File: config.mk
export PLATFORM = sky130hd
export DESIGN_NAME = fetch_queue
export DESIGN_NICKNAME = d
export VERILOG_FILES = /design/src/rtl/fetch_queue.sv
export SDC_FILE = /design/constraint.sdc
export NUM_CORES = 1
export LEC_CHECK = 0
export CAP_MARGIN = 20
export CELL_PAD_IN_SITES_DETAIL_PLACEMENT = 1
export CELL_PAD_IN_SITES_GLOBAL_PLACEMENT = 2
export CORE_ASPECT_RATIO = 1.25
export CORE_MARGIN = 3
export CORE_UTILIZATION = 40
export DETAILED_ROUTE_END_ITERATION = 10
export DONT_BUFFER_PORTS = 1
export GPL_ROUTABILITY_DRIVEN = 1
export PLACE_DENSITY = 0.69
export SKIP_CTS_REPAIR_TIMING = 1
export SLEW_MARGIN = 5
export SYNTH_ARGS = -nofsm -noshare
export SYNTH_HDL_FRONTEND = slang
export SYNTH_SLANG_ARGS = --single-unit
File: constraint.sdc
create_clock -name clk -period 5.1 [get_ports clk]
set_input_delay 0.765 -clock clk [delete_from_list [all_inputs] [get_ports clk]]
set_output_delay 0.765 -clock clk [all_outputs]
set_load 0.05 [all_outputs]
File: src/rtl/fetch_queue.sv
// fetch_queue: in-order instruction fetch front end.
// Issues word reads to instruction memory, parks each request in a circular
// slot queue tagged with its PC, fills slots as responses return in order,
// and hands filled slots to decode over a valid/ready handshake. A redirect
// from execute flushes the queue and remembers how many responses of the old
// stream are still owed so they can be discarded when they arrive.
module fetch_queue #(
    parameter int              XLEN     = 32,
    parameter int              DEPTH    = 4,
    parameter logic [XLEN-1:0] RESET_PC = '0
) (
    input  logic            clk,
    input  logic            reset_n,
    output logic            ImemReq,
    output logic [XLEN-1:0] ImemAddr,
    input  logic            ImemRvalid,
    input  logic [XLEN-1:0] ImemRdata,
    input  logic            PCSrc,
    input  logic [XLEN-1:0] PCTarget,
    output logic            InstrValid,
    input  logic            InstrReady,
    output logic [XLEN-1:0] InstrD,
    output logic [XLEN-1:0] PCD,
    output logic [XLEN-1:0] PCPlus4D
);

    localparam int PW = $clog2(DEPTH);   // pointer width
    localparam int CW = PW + 1;          // counter width, holds 0..DEPTH

    localparam logic [CW:0] DEPTH_SUM = (CW + 1)'(DEPTH);

    // Fetch state
    logic [XLEN-1:0] pcf;
    logic [PW-1:0]   head;
    logic [PW-1:0]   fill;
    logic [PW-1:0]   tail;
    logic [CW-1:0]   alloc;   // slots allocated
    logic [CW-1:0]   owed;    // allocated slots still waiting for data
    logic [CW-1:0]   drop;    // stale responses still to be discarded

    // Slot array; the filled flags are control state, the payload is data
    logic [DEPTH-1:0] filled;
    logic [XLEN-1:0]  slot_pc    [DEPTH];
    logic [XLEN-1:0]  slot_instr [DEPTH];

    // Last presented head, shown while the queue is empty
    logic [XLEN-1:0] held_pc;
    logic [XLEN-1:0] held_instr;

    logic issue;
    logic rsp_keep;
    logic rsp_drop;
    logic head_valid;
    logic deq;

    // Low address bits of the redirect target are ignored by design.
    logic unused_target_bits;
    assign unused_target_bits = &{1'b0, PCTarget[1:0]};

    // Space is reserved for stale responses too, so a full queue plus the
    // owed old-stream responses never exceeds DEPTH outstanding reads.
    assign issue      = !PCSrc && (({1'b0, alloc} + {1'b0, drop}) < DEPTH_SUM);
    assign rsp_keep   = ImemRvalid && !PCSrc && (drop == '0);
    assign rsp_drop   = ImemRvalid && !rsp_keep;
    assign head_valid = (alloc != '0) && filled[head];
    assign deq        = head_valid && InstrReady && !PCSrc;

    assign ImemReq    = issue;
    assign ImemAddr   = pcf;
    assign InstrValid = head_valid;
    assign InstrD     = head_valid ? slot_instr[head] : held_instr;
    assign PCD        = head_valid ? slot_pc[head]    : held_pc;
    assign PCPlus4D   = PCD + XLEN'(4);

    // Control state: PC, pointers, occupancy counters and slot filled flags.
    // NOTE: sequential state uses non-blocking assignments so every register
    // samples the pre-edge values regardless of statement order.
    always_ff @(posedge clk or negedge reset_n) begin
        if (!reset_n) begin
            pcf    <= RESET_PC;
            head   <= '0;
            fill   <= '0;
            tail   <= '0;
            alloc  <= '0;
            owed   <= '0;
            drop   <= '0;
            filled <= '0;
        end else if (PCSrc) begin
            // Flush: every unfilled slot turns into a response to discard;
            // a response arriving this cycle settles one of them already.
            pcf   <= {PCTarget[XLEN-1:2], 2'b00};
            head  <= tail;
            fill  <= tail;
            alloc <= '0;
            owed  <= '0;
            drop  <= drop + owed - CW'(ImemRvalid);
        end else begin
            if (issue) begin
                pcf          <= pcf + XLEN'(4);
                tail         <= tail + PW'(1);
                filled[tail] <= 1'b0;
            end
            if (rsp_keep) begin
                filled[fill] <= 1'b1;
                fill         <= fill + PW'(1);
            end
            if (rsp_drop) begin
                drop <= drop - CW'(1);
            end
            if (deq) begin
                head <= head + PW'(1);
            end
            alloc <= alloc + CW'(issue) - CW'(deq);
            owed  <= owed + CW'(issue) - CW'(rsp_keep);
        end
    end

    // Slot payload: PC written at issue, instruction written at response.
    // NOTE: the payload array is not reset; a slot is only ever read once its
    // filled flag (which is reset) says it holds data, so clearing it buys
    // nothing but reset fan-out.
    always_ff @(posedge clk) begin
        if (issue) begin
            slot_pc[tail] <= pcf;
        end
        if (rsp_keep) begin
            slot_instr[fill] <= ImemRdata;
        end
    end

    // Remember the presented head so the outputs hold while the queue is empty.
    always_ff @(posedge clk or negedge reset_n) begin
        if (!reset_n) begin
            held_pc    <= '0;
            held_instr <= '0;
        end else if (head_valid) begin
            held_pc    <= slot_pc[head];
            held_instr <= slot_instr[head];
        end
    end

endmodule

==> out/results.txt <==
Run status = finished clean
Htree depth = 2
Root Buffer = clkbuf_16
Post-Synthesis Cells = 1,043
I/O Buffers = 0
CTS tree = yes
Layout Skew = 0.01466 ns
R2R Path End = alloc[2]
Synth unique cells = 53
Synth warn = 0
Cell Chain, Critical Path = mux4_2, nand2_2, inv_2, buf_12, nand2_1, nand2_1, ha_1, o31ai_2, nor3_2, buf_4, nand4_1, buf_4, nor3_4, xor2_2, buf_12
Crit path arrival time = 4.13 ns
Clock Path Buffers = 3
HP Class = in -> async
CORE AREA = 37,360 um^2
Fin cells = 1,620
FF+latch area = 10,280 um^2
Period utilisation layout = 0.9607
First-pass iteration count of the detailed router = 4
Post-route DRC = 0
Chip width = 180.3 um
Final HPWL DP = 25,550 um
Worst Hold Slack = 0.2027 ns
Sequential share of the synthesized area = 0.6763
Synth async-reset ratio = 0.3130
CP Launch Type = flip-flop
Synth Area per Inst = 14.57 um^2
Critical Path Slowest Stage Cell = dfrtp_4
Critical Path RT = 4.34 ns
Worst R2R Start = head[1]
DIE AREA = 40,370 um^2
Seq cells post-synth = 361
N_diodes = 0
FILL cells = 3,729
Avg WL per Cell = 23.68 um
Critical path peak fanout = 44
GPL Wtd Cong = 0.7937
Post-Syn Area = 15,190 um^2
Area delta synth->final = 15.94%
Peak supply drop = 0.3575 mV
Commonest non-fill, non-tap cell in the layout = edfxtp_1
Leakage power = 6.661 nW
Initial core utilization = 0.4066
First-pass GRT wire length = 59,230 um
Clock Sinks = 361
Final worst setup slack = 0.2007 ns
Fin nets = 1,196
Clk_lat worst skew = 0.53 ns
CP bufs+invs = 5
Pre-CTS WS = 0.4353 ns
Fin. max-slew vios = 0
Cell area power density = 673.3 nW/um^2
Layout cell share with drive strength beyond 1 = 0.1949
Clock transition at path regs = 0.06 ns
Largest net degree at the start of global routing = 114
Number of synthesized flops with an enable pin = 248
Final setup violation count = 0
Number of CTS-inserted buffers = 39
Most frequent cells in the layout = edfxtp_1, nand2_1, dfrtp_1
Crit Path Category = reg -> out
Rows = 79
Delay-heaviest family, CP = simple AND/OR/NAND/NOR gates
Total track usage = 0.1900
Utilization after layout = 0.4715
Top FF cell, synth = edfxtp_1
Io pins = 199
Worst Setup End Kind = primary output
Setup_tns = 0 ns
Final ANT Viol Nets = 0
Max-Cap Viols = 0
R2R Setup Slk = 1.63 ns
Area of the multi-input gates = 4642 um^2
Number of global-route vias before repair = 9,381
Peak Freq = 204.1 MHz
DP Cell Count = 1,546
Vias after detailed routing = 8,606
Global route total overflow = 0
Relative slew slack = 0.3028
Initial antenna violation count = 0
Worst slew pin tran = 1.039 ns
Reg2Reg Depth = 14
Final WL = 38,360 um
Min cycle time layout = 4.899 ns
Crit-path max cell delay = 0.62 ns
Chip Height = 223.9 um
Endpoints failing hold = 0
Routed vias/inst = 5.312
Starting DRT DRC Count = 419
## cell type report
cell class,instances,area share
clock inverter,15,0.009518
sequential,361,0.5837
tap,486,0.03452
clock buffer,57,0.06499
inverter,35,0.007458
timing repair buffer,67,0.03630
multi-input combinational,599,0.2635
## registers in the layout, indices dropped and copies added (netlist names)
register and flops:
ImemAddr 30, alloc 3, drop 3, fill 2, filled 4, head 2, held_instr 32, held_pc 32
owed 3, slot_instr 128, slot_pc 120, tail 2
## routing by layer
metal  share of wire  vias up  GRT usage  routed length [um]
li1                -     3924          -                   -
met1            0.42     4412     0.2447               16100
met2            0.49      216     0.3216               18950
met3           0.066       54    0.05327                2531
met4           0.020        0    0.04682                 764
met5               0        -          0                   0
## worst max path at each step
stage | startpoint | to | slack (ns) | cells after the start
floorplan | head[0] | PCPlus4D[30] | 0.08 | 16
global placement | head[1] | PCPlus4D[24] | 0.39 | 13
detailed placement | head[1] | PCPlus4D[24] | 0.44 | 13
CTS | head[1] | PCPlus4D[24] | -0.19 | 13
global route | head[1] | PCPlus4D[24] | -0.06 | 15
finish | head[1] | PCPlus4D[24] | 0.20 | 15
## power breakdown
group          leakage, nW  total (mW)  internal, mW  switching [mW]
Sequential            3.67        4.14          3.71           0.433
Combinational         2.34        4.85          1.37            3.48
Clock                0.652        2.87          1.72            1.15
## Yosys cell counts (3+ instances only)
master	instances	area [um^2]
inv_1	35	131.4
xnor2_1	30	262.8
o21ai_0	35	175.2
dfrtp_1	113	2828
ha_1	21	262.8
a222oi_1	3	30.03
nor4b_1	7	61.31
nand2_1	207	777.0
nand4_1	10	62.56
and3_1	8	50.05
fa_1	3	60.06
buf_6	5	56.30
mux4_2	48	1081
a211oi_1	5	37.54
clkbuf_1	23	86.33
a31oi_1	4	25.02
edfxtp_1	248	7447
nor4_1	9	56.30
or3_1	4	25.02
xor2_1	36	315.3
a21o_1	4	30.03
a21oi_1	15	75.07
mux2_2	7	78.83
mux2i_1	34	340.3
nor2_1	28	105.1
o221ai_1	5	43.79
buf_4	7	52.55
buf_1	7	26.28
nor2b_1	4	25.02
nand2b_1	3	18.77
nand3_1	14	70.07
and2_1	11	68.82
o22ai_1	5	31.28
nor3_1	16	80.08
buf_2	5	25.02
## through the flow
| stage | instance area [um^2] | total power [mW] |
|---|---|---|
| floorplan | 15250 | 7.726 |
| global placement | 16220 | 9.000 |
| detailed placement | 16220 | 9.064 |
| CTS | 17540 | 11.97 |
| global route | 17620 | 12.45 |
| finish | 17620 | 11.86 |
## cells by family after synthesis
logic type                 count (synthesis)  synth area share
buffers and inverters                     84           0.02751
AOI/OAI and AO/OA                         87           0.03838
adders and majority gates                 24           0.02125
other                                      1         0.0002468
muxes                                     90            0.1005
DFF                                      361            0.6763
and+or+nand+nor                          330           0.09784
xor gates and xnor gates                  66           0.03805
(Power assumes the default switching activity.)
